[src/rtl/sa_ctrl_pkg.sv]
// Shared types and constants for the systolic-array scheduler.
//   sa_state_t  : sequencer phases
//   OPS_PER_MAC : integer ops counted per PE per enabled cycle (multiply + add)
package sa_ctrl_pkg;

  typedef enum logic [2:0] {
    IDLE   = 3'd0,
    LOAD_W = 3'd1,
    STREAM = 3'd2,
    DRAIN  = 3'd3,
    DONE   = 3'd4
  } sa_state_t;

  localparam int unsigned OPS_PER_MAC = 2;

endpackage

[src/rtl/sa_delay_line.sv]
// Per-bit shift register of DEPTH stages with a synchronous flush.
//   clk, rst : clock, asynchronous active-high reset
//   flush    : clears every stage on the next edge
//   d        : input word, q : d delayed by exactly DEPTH cycles
module sa_delay_line #(
  parameter int unsigned WIDTH = 4,
  parameter int unsigned DEPTH = 4
) (
  input  logic             clk,
  input  logic             rst,
  input  logic             flush,
  input  logic [WIDTH-1:0] d,
  output logic [WIDTH-1:0] q
);

  logic [WIDTH-1:0] stage [DEPTH];

  // Shift chain; stage[0] takes the new word.
  always_ff @(posedge clk or posedge rst) begin
    if (rst) begin
      for (int unsigned i = 0; i < DEPTH; i++) stage[i] <= '0;
    end else if (flush) begin
      for (int unsigned i = 0; i < DEPTH; i++) stage[i] <= '0;
    end else begin
      stage[0] <= d;
      for (int unsigned i = 1; i < DEPTH; i++) stage[i] <= stage[i-1];
    end
  end

  assign q = stage[DEPTH-1];

endmodule

[src/rtl/sa_sched_ctrl.sv]
// Sequencer for a ROWS x COLS systolic array: weight load, skewed activation
// stream, drain, done. Also produces right-edge valid strobes, an op counter
// and a sticky overflow flag.
//   start/abort/k_len     : job command (start sampled only in IDLE)
//   busy/done             : job status, done is a one-cycle pulse
//   w_load_en/w_row_sel   : weight-load strobe and row index
//   act_idx               : stream cycle counter t (activation buffer address)
//   row_enable/out_valid  : per-row PE enable and its COLS-cycle delayed copy
//   ops_total             : saturating integer-op count of the current job
//   ovf_in/ovf_sticky     : PE overflow flags and their sticky OR
module sa_sched_ctrl
  import sa_ctrl_pkg::*;
#(
  parameter int unsigned ROWS  = 4,
  parameter int unsigned COLS  = 4,
  parameter int unsigned MAX_K = 256,
  parameter int unsigned KW    = $clog2(MAX_K + 1)
) (
  input  logic                              clk,
  input  logic                              rst,
  input  logic                              start,
  input  logic                              abort,
  input  logic [KW-1:0]                     k_len,
  output logic                              busy,
  output logic                              done,
  output logic                              w_load_en,
  output logic [((ROWS > 1) ? $clog2(ROWS) : 1)-1:0] w_row_sel,
  output logic [KW+$clog2(ROWS)+1-1:0]      act_idx,
  output logic [ROWS-1:0]                   row_enable,
  output logic [ROWS-1:0]                   out_valid,
  output logic [31:0]                       ops_total,
  input  logic [ROWS*COLS-1:0]              ovf_in,
  output logic                              ovf_sticky
);

  localparam int unsigned RSW     = (ROWS > 1) ? $clog2(ROWS) : 1;
  localparam int unsigned TW      = KW + $clog2(ROWS) + 1;
  localparam int unsigned CNT_MAX = (ROWS > COLS) ? ROWS : COLS;
  localparam int unsigned CW      = $clog2(CNT_MAX + 1);
  localparam int unsigned PCW     = $clog2(ROWS + 1);

  sa_state_t       state, state_nxt;
  logic [CW-1:0]   cnt, cnt_nxt;
  logic [TW-1:0]   t_nxt, t_last;
  logic [KW-1:0]   k_q;
  logic [ROWS-1:0] row_enable_nxt;
  logic            k_ok;
  logic            accept;
  logic            kill;
  logic [PCW-1:0]  pop;
  logic [31:0]     ops_inc;
  logic [32:0]     ops_sum;

  assign k_ok   = (k_len != '0) && (k_len <= KW'(MAX_K));
  assign accept = (state == IDLE) && start;
  assign kill   = (state != IDLE) && abort;
  assign t_last = TW'(k_q) + TW'(ROWS) - TW'(2);

  // State register.
  always_ff @(posedge clk or posedge rst) begin
    if (rst) state <= IDLE;
    else     state <= state_nxt;
  end

  // Next state, phase counters and next row enables.
  always_comb begin
    state_nxt      = state;
    cnt_nxt        = cnt;
    t_nxt          = '0;
    row_enable_nxt = '0;
    case (state)
      IDLE: begin
        if (start) begin
          cnt_nxt   = '0;
          state_nxt = k_ok ? LOAD_W : DONE;
        end
      end
      LOAD_W: begin
        if (cnt == CW'(ROWS - 1)) begin
          state_nxt = STREAM;
          cnt_nxt   = '0;
        end else begin
          cnt_nxt = cnt + CW'(1);
        end
      end
      STREAM: begin
        if (act_idx == t_last) begin
          state_nxt = DRAIN;
          cnt_nxt   = '0;
        end else begin
          t_nxt = act_idx + TW'(1);
        end
      end
      DRAIN: begin
        if (cnt == CW'(COLS - 1)) state_nxt = DONE;
        else                      cnt_nxt   = cnt + CW'(1);
      end
      DONE:    state_nxt = IDLE;
      default: state_nxt = IDLE;
    endcase
    if (kill) begin
      state_nxt = IDLE;
      cnt_nxt   = '0;
      t_nxt     = '0;
    end
    // Row r sees activation vectors r cycles after row 0.
    for (int unsigned r = 0; r < ROWS; r++) begin
      row_enable_nxt[r] = (state_nxt == STREAM) && (t_nxt >= TW'(r)) &&
                          (t_nxt < TW'(r) + TW'(k_q));
    end
  end

  // Ops issued this cycle: every enabled row fires COLS PEs.
  always_comb begin
    pop = '0;
    for (int unsigned r = 0; r < ROWS; r++) pop = pop + PCW'(row_enable[r]);
    ops_inc = 32'(OPS_PER_MAC * COLS) * 32'(pop);
    ops_sum = 33'(ops_total) + 33'(ops_inc);
  end

  // Registered outputs and job bookkeeping.
  always_ff @(posedge clk or posedge rst) begin
    if (rst) begin
      cnt        <= '0;
      k_q        <= '0;
      busy       <= 1'b0;
      done       <= 1'b0;
      w_load_en  <= 1'b0;
      w_row_sel  <= '0;
      act_idx    <= '0;
      row_enable <= '0;
      ops_total  <= '0;
      ovf_sticky <= 1'b0;
    end else begin
      cnt        <= cnt_nxt;
      busy       <= (state_nxt != IDLE);
      done       <= (state_nxt == DONE);
      w_load_en  <= (state_nxt == LOAD_W);
      w_row_sel  <= (state_nxt == LOAD_W) ? RSW'(cnt_nxt) : '0;
      act_idx    <= t_nxt;
      row_enable <= row_enable_nxt;
      if (accept) begin
        k_q        <= k_len;
        ops_total  <= '0;
        ovf_sticky <= 1'b0;
      end else if ((state != IDLE) && !abort) begin
        // Abort freezes the job statistics as they stood.
        ops_total  <= ops_sum[32] ? '1 : ops_sum[31:0];
        ovf_sticky <= ovf_sticky | (|ovf_in);
      end
    end
  end

  sa_delay_line #(
    .WIDTH (ROWS),
    .DEPTH (COLS)
  ) u_valid_dly (
    .clk   (clk),
    .rst   (rst),
    .flush (kill),
    .d     (row_enable),
    .q     (out_valid)
  );

endmodule

[config.mk]
export PLATFORM = sky130hd
export DESIGN_NAME = sa_sched_ctrl
export DESIGN_NICKNAME = d
export VERILOG_FILES = /design/src/rtl/sa_ctrl_pkg.sv /design/src/rtl/sa_delay_line.sv /design/src/rtl/sa_sched_ctrl.sv
export SDC_FILE = /design/constraint.sdc
export NUM_CORES = 1
export LEC_CHECK = 0
export ABC_CLOCK_PERIOD_IN_PS = 9500
export CAP_MARGIN = 20
export CORE_MARGIN = 8
export CORE_UTILIZATION = 55
export CTS_CLUSTER_DIAMETER = 120
export DETAILED_ROUTE_END_ITERATION = 12
export HOLD_SLACK_MARGIN = 0.05
export PLACE_DENSITY = 0.83
export SYNTH_ARGS = -nofsm -noshare
export SYNTH_HDL_FRONTEND = slang
export SYNTH_SLANG_ARGS = --single-unit
[constraint.sdc]
create_clock -name clk -period 9.5 [get_ports clk]
set_input_delay 1.9 -clock clk [delete_from_list [all_inputs] [get_ports clk]]
set_output_delay 1.9 -clock clk [all_outputs]
set_load 0.005 [all_outputs]
==> impl_metrics.json <==
{
  "status": "completed",
  "grt_overflow_total": 0,
  "seq_area_frac_synth_pct": 37.1,
  "synthesis.nets": 702,
  "min_from": "u_valid_dly.stage[6]",
  "power_density_nw_per_um2": 181,
  "synth_edf_count": 0,
  "synth.top_cell.area_share_pct": 37.1,
  "synthTopCellsByCount": "83 x dfrtp_1, 65 x nand2_1, 50 x nor2_1",
  "p_leak_uw": 0.00283,
  "drive_gt1_share_pct": 4.67,
  "postSynthAreaPerCell_um2": 8.77,
  "holdWs_ns": 0.460,
  "drc": 0,
  "clock_skew_ns": 0.0101,
  "routabilityCongestion": 0.938,
  "synthArstFlopShare_pct": 100,
  "hold_depth": 1,
  "setup_viol": 0,
  "cts_resized": 0,
  "hold_path_end": "u_valid_dly.q[2]",
  "start_util_pct": 55.4,
  "clock_latency_ns": 0.36,
  "cts_tree": "built",
  "num_vias": 5138,
  "fmax_ghz": 0.195,
  "synth_most_common_cell": "dfrtp_1",
  "highest_layer": "met4",
  "synth-main-ff-cell": "dfrtp_1",
  "rows": 37,
  "yosys_warnings": 0,
  "io_pins": 87,
  "cts_root_buffer": "clkbuf_8",
  "grt_pass1_vias": 4967,
  "arrival_ns": 5.42,
  "io_buffers": 86,
  "cp-start-kind": "primary input",
  "first_iter_violations": 382,
  "met3_length_um": 887,
  "cts_setup_buffers": 0,
  "hold_class": "reg -> reg",
  "post-route-period-util_pct": 54.1,
  "core_area_um2": 10100,
  "cts_made_buffers": 9,
  "met2_length_mm": 7.69,
  "synth_cell_types": 63,
  "dieArea_um2": 13700,
  "grt_pass1_wl_mm": 25.0,
  "r2r_end": "row_enable[1]",
  "cp.required_ns": 9.78,
  "worst-setup-path-type": "in -> reg",
  "cts_hold_buf": 0,
  "r2r_setup_slack_ns": 5.17,
  "final.setup.tns_ns": 0,
  "grt_start_max_net_pins": 84,
  "yosysTopAreaCell": "dfrtp_1",
  "r2r-start": "k_q[2]",
  "clk_path_buf_depth": 2,
  "diodes": 0,
  "antenna_found_initial": 0,
  "wl_per_cell_um": 18.4,
  "htreeDepth": 3,
  "cp_max_fo": 19,
  "vdd_drop_max_mv": 0.166,
  "die_w_um": 117,
  "final_core_util_pct": 66.5,
  "fillers": 877,
  "finalMaxSlewViolations": 0,
  "hold_violations": 0,
  "tightest_slew_ns": 1.06,
  "grt.total_usage_pct": 23.4,
  "synthTopCellsByArea": "dfrtp_1 37%, ha_1 7.4%, xnor2_1 4.7%",
  "dpl.hpwl_mm": 11.5,
  "wl_mm": 15.5,
  "r2r_cells": 14,
  "cts.sinks": 83,
  "max_cap_violations": 0,
  "die_h_um": 117,
  "rsz0062_at_grt": "false",
  "wl_met1_mm": 6.65,
  "synth.cell_area_um2": 5590,
  "synth_cells": 638,
  "ant_nets": 0,
  "worst_setup_hold_path_clk_slew_ns": 0.09,
  "slew-limit-headroom_pct": 28.8,
  "final_nets": 765,
  "area_delta_synth_final_pct": 19.9,
  "synth-seq-cells": 83,
  "cp-end-kind": "flip-flop",
  "firstDrtPassIters": 5,
  "fin_crit_ns": 5.14,
  "routed_via_density": 6.10
}
==> state kept, by name (all words and copies together), names as in the netlist <==
name / flops
cnt: 3
ovf_sticky: 1
u_valid_dly.q: 4
w_row_sel: 2
state: 3
row_enable: 4
done: 1
k_q: 9
ops_total: 30
busy: 1
w_load_en: 1
act_idx: 12
u_valid_dly.stage: 12
==> metrics by stage <==
step | instances | power, uW | setup WS (ns) | cell area, um^2
after global routing | 842 | 1290 | 4.04 | 6710
after CTS | 841 | 1210 | 4.43 | 6680
after floorplan | 638 | 794 | 4.92 | 5590
final | 842 | 1210 | 4.36 | 6710
after detailed placement | 825 | 927 | 4.06 | 6460
after global placement | 825 | 913 | 4.12 | 6460
==> how the worst max path moves through the flow <==
| stage | to | from | slack (ns) | depth (start not counted) |
|---|---|---|---|---|
| after floorplan | row_enable[1] | abort | 4.92 | 11 |
| after global placement | row_enable[1] | abort | 4.12 | 10 |
| after detailed placement | row_enable[1] | abort | 4.06 | 10 |
| after CTS | row_enable[1] | abort | 4.43 | 10 |
| after global routing | row_enable[1] | abort | 4.04 | 11 |
| final | row_enable[1] | abort | 4.36 | 11 |
==> power by group <==
group          internal [uW]  switching (uW)  leakage, uW  total (uW)
registers                384            84.4      0.00114         468
clock network            149             135     0.000103         284
logic                    185             278      0.00159         463
==> final cells by class <==
| type | count | area [um^2] | area share (%) |
|---|---|---|---|
| clock buffer | 10 | 128 | 1.90 |
| timing repair buffer | 89 | 903 | 13.5 |
| inverter | 31 | 118 | 1.75 |
| clock inverter | 6 | 88.8 | 1.32 |
| multi-input combinational | 487 | 3220 | 48.0 |
| tap | 136 | 170 | 2.54 |
| sequential | 83 | 2080 | 31.0 |
==> logic make-up (layout without fill, tap and decap cells) <==
logic type,after synthesis,count (layout),synth area share (%)
buffers and inverters,68,136,5.26
and+or+nand+nor,256,256,23.2
xor gates and xnor gates,49,49,7.67
DFF,83,83,37.1
adders and majority gates,38,38,8.66
muxes,7,7,1.28
AOI/OAI and AO/OA,137,137,16.8
==> critical path, cell delays in order <==
cell and delay (ns):
clkdlybuf4s50_1 0.56, nor4_1 0.86, o21ai_4 0.37, nor2_1 0.49
ha_1 0.34, a21oi_1 0.20, o21ai_0 0.11, o21bai_1 0.17
nand4_1 0.09, o211ai_1 0.11, a41oi_1 0.21
==> layer usage <==
metal	vias up	GRT usage (%)
met4	0	6.48
met2	178	40.0
li1	2410	-
met5	-	0
met3	24	3.54
met1	2526	30.3
==> cell usage in the layout, fill, tap and decap left out, types with 3 or more instances in the layout <==
| master | instances |
|---|---|
| nand2b_1 | 7 |
| and4_1 | 4 |
| a22oi_1 | 5 |
| mux2i_1 | 6 |
| inv_2 | 3 |
| dfrtp_1 | 83 |
| clkdlybuf4s50_1 | 86 |
| o311ai_0 | 3 |
| xnor2_1 | 30 |
| a31oi_1 | 9 |
| a211oi_1 | 4 |
| ha_1 | 33 |
| o31ai_1 | 4 |
| or3_1 | 7 |
| nor3_1 | 16 |
| o22ai_1 | 5 |
| nor4_1 | 9 |
| nand3_1 | 28 |
| a21oi_1 | 25 |
| nor2_1 | 50 |
| nand4_1 | 19 |
| xor2_1 | 19 |
| o211ai_1 | 17 |
| nand2_1 | 65 |
| inv_1 | 25 |
| clkbuf_8 | 9 |
| nor2b_1 | 5 |
| nor3b_1 | 4 |
| and3_1 | 11 |
| a21o_1 | 3 |
| o21ai_0 | 33 |
| and2_1 | 25 |
| o311ai_1 | 7 |
Power figures use the tool's default switching activity.
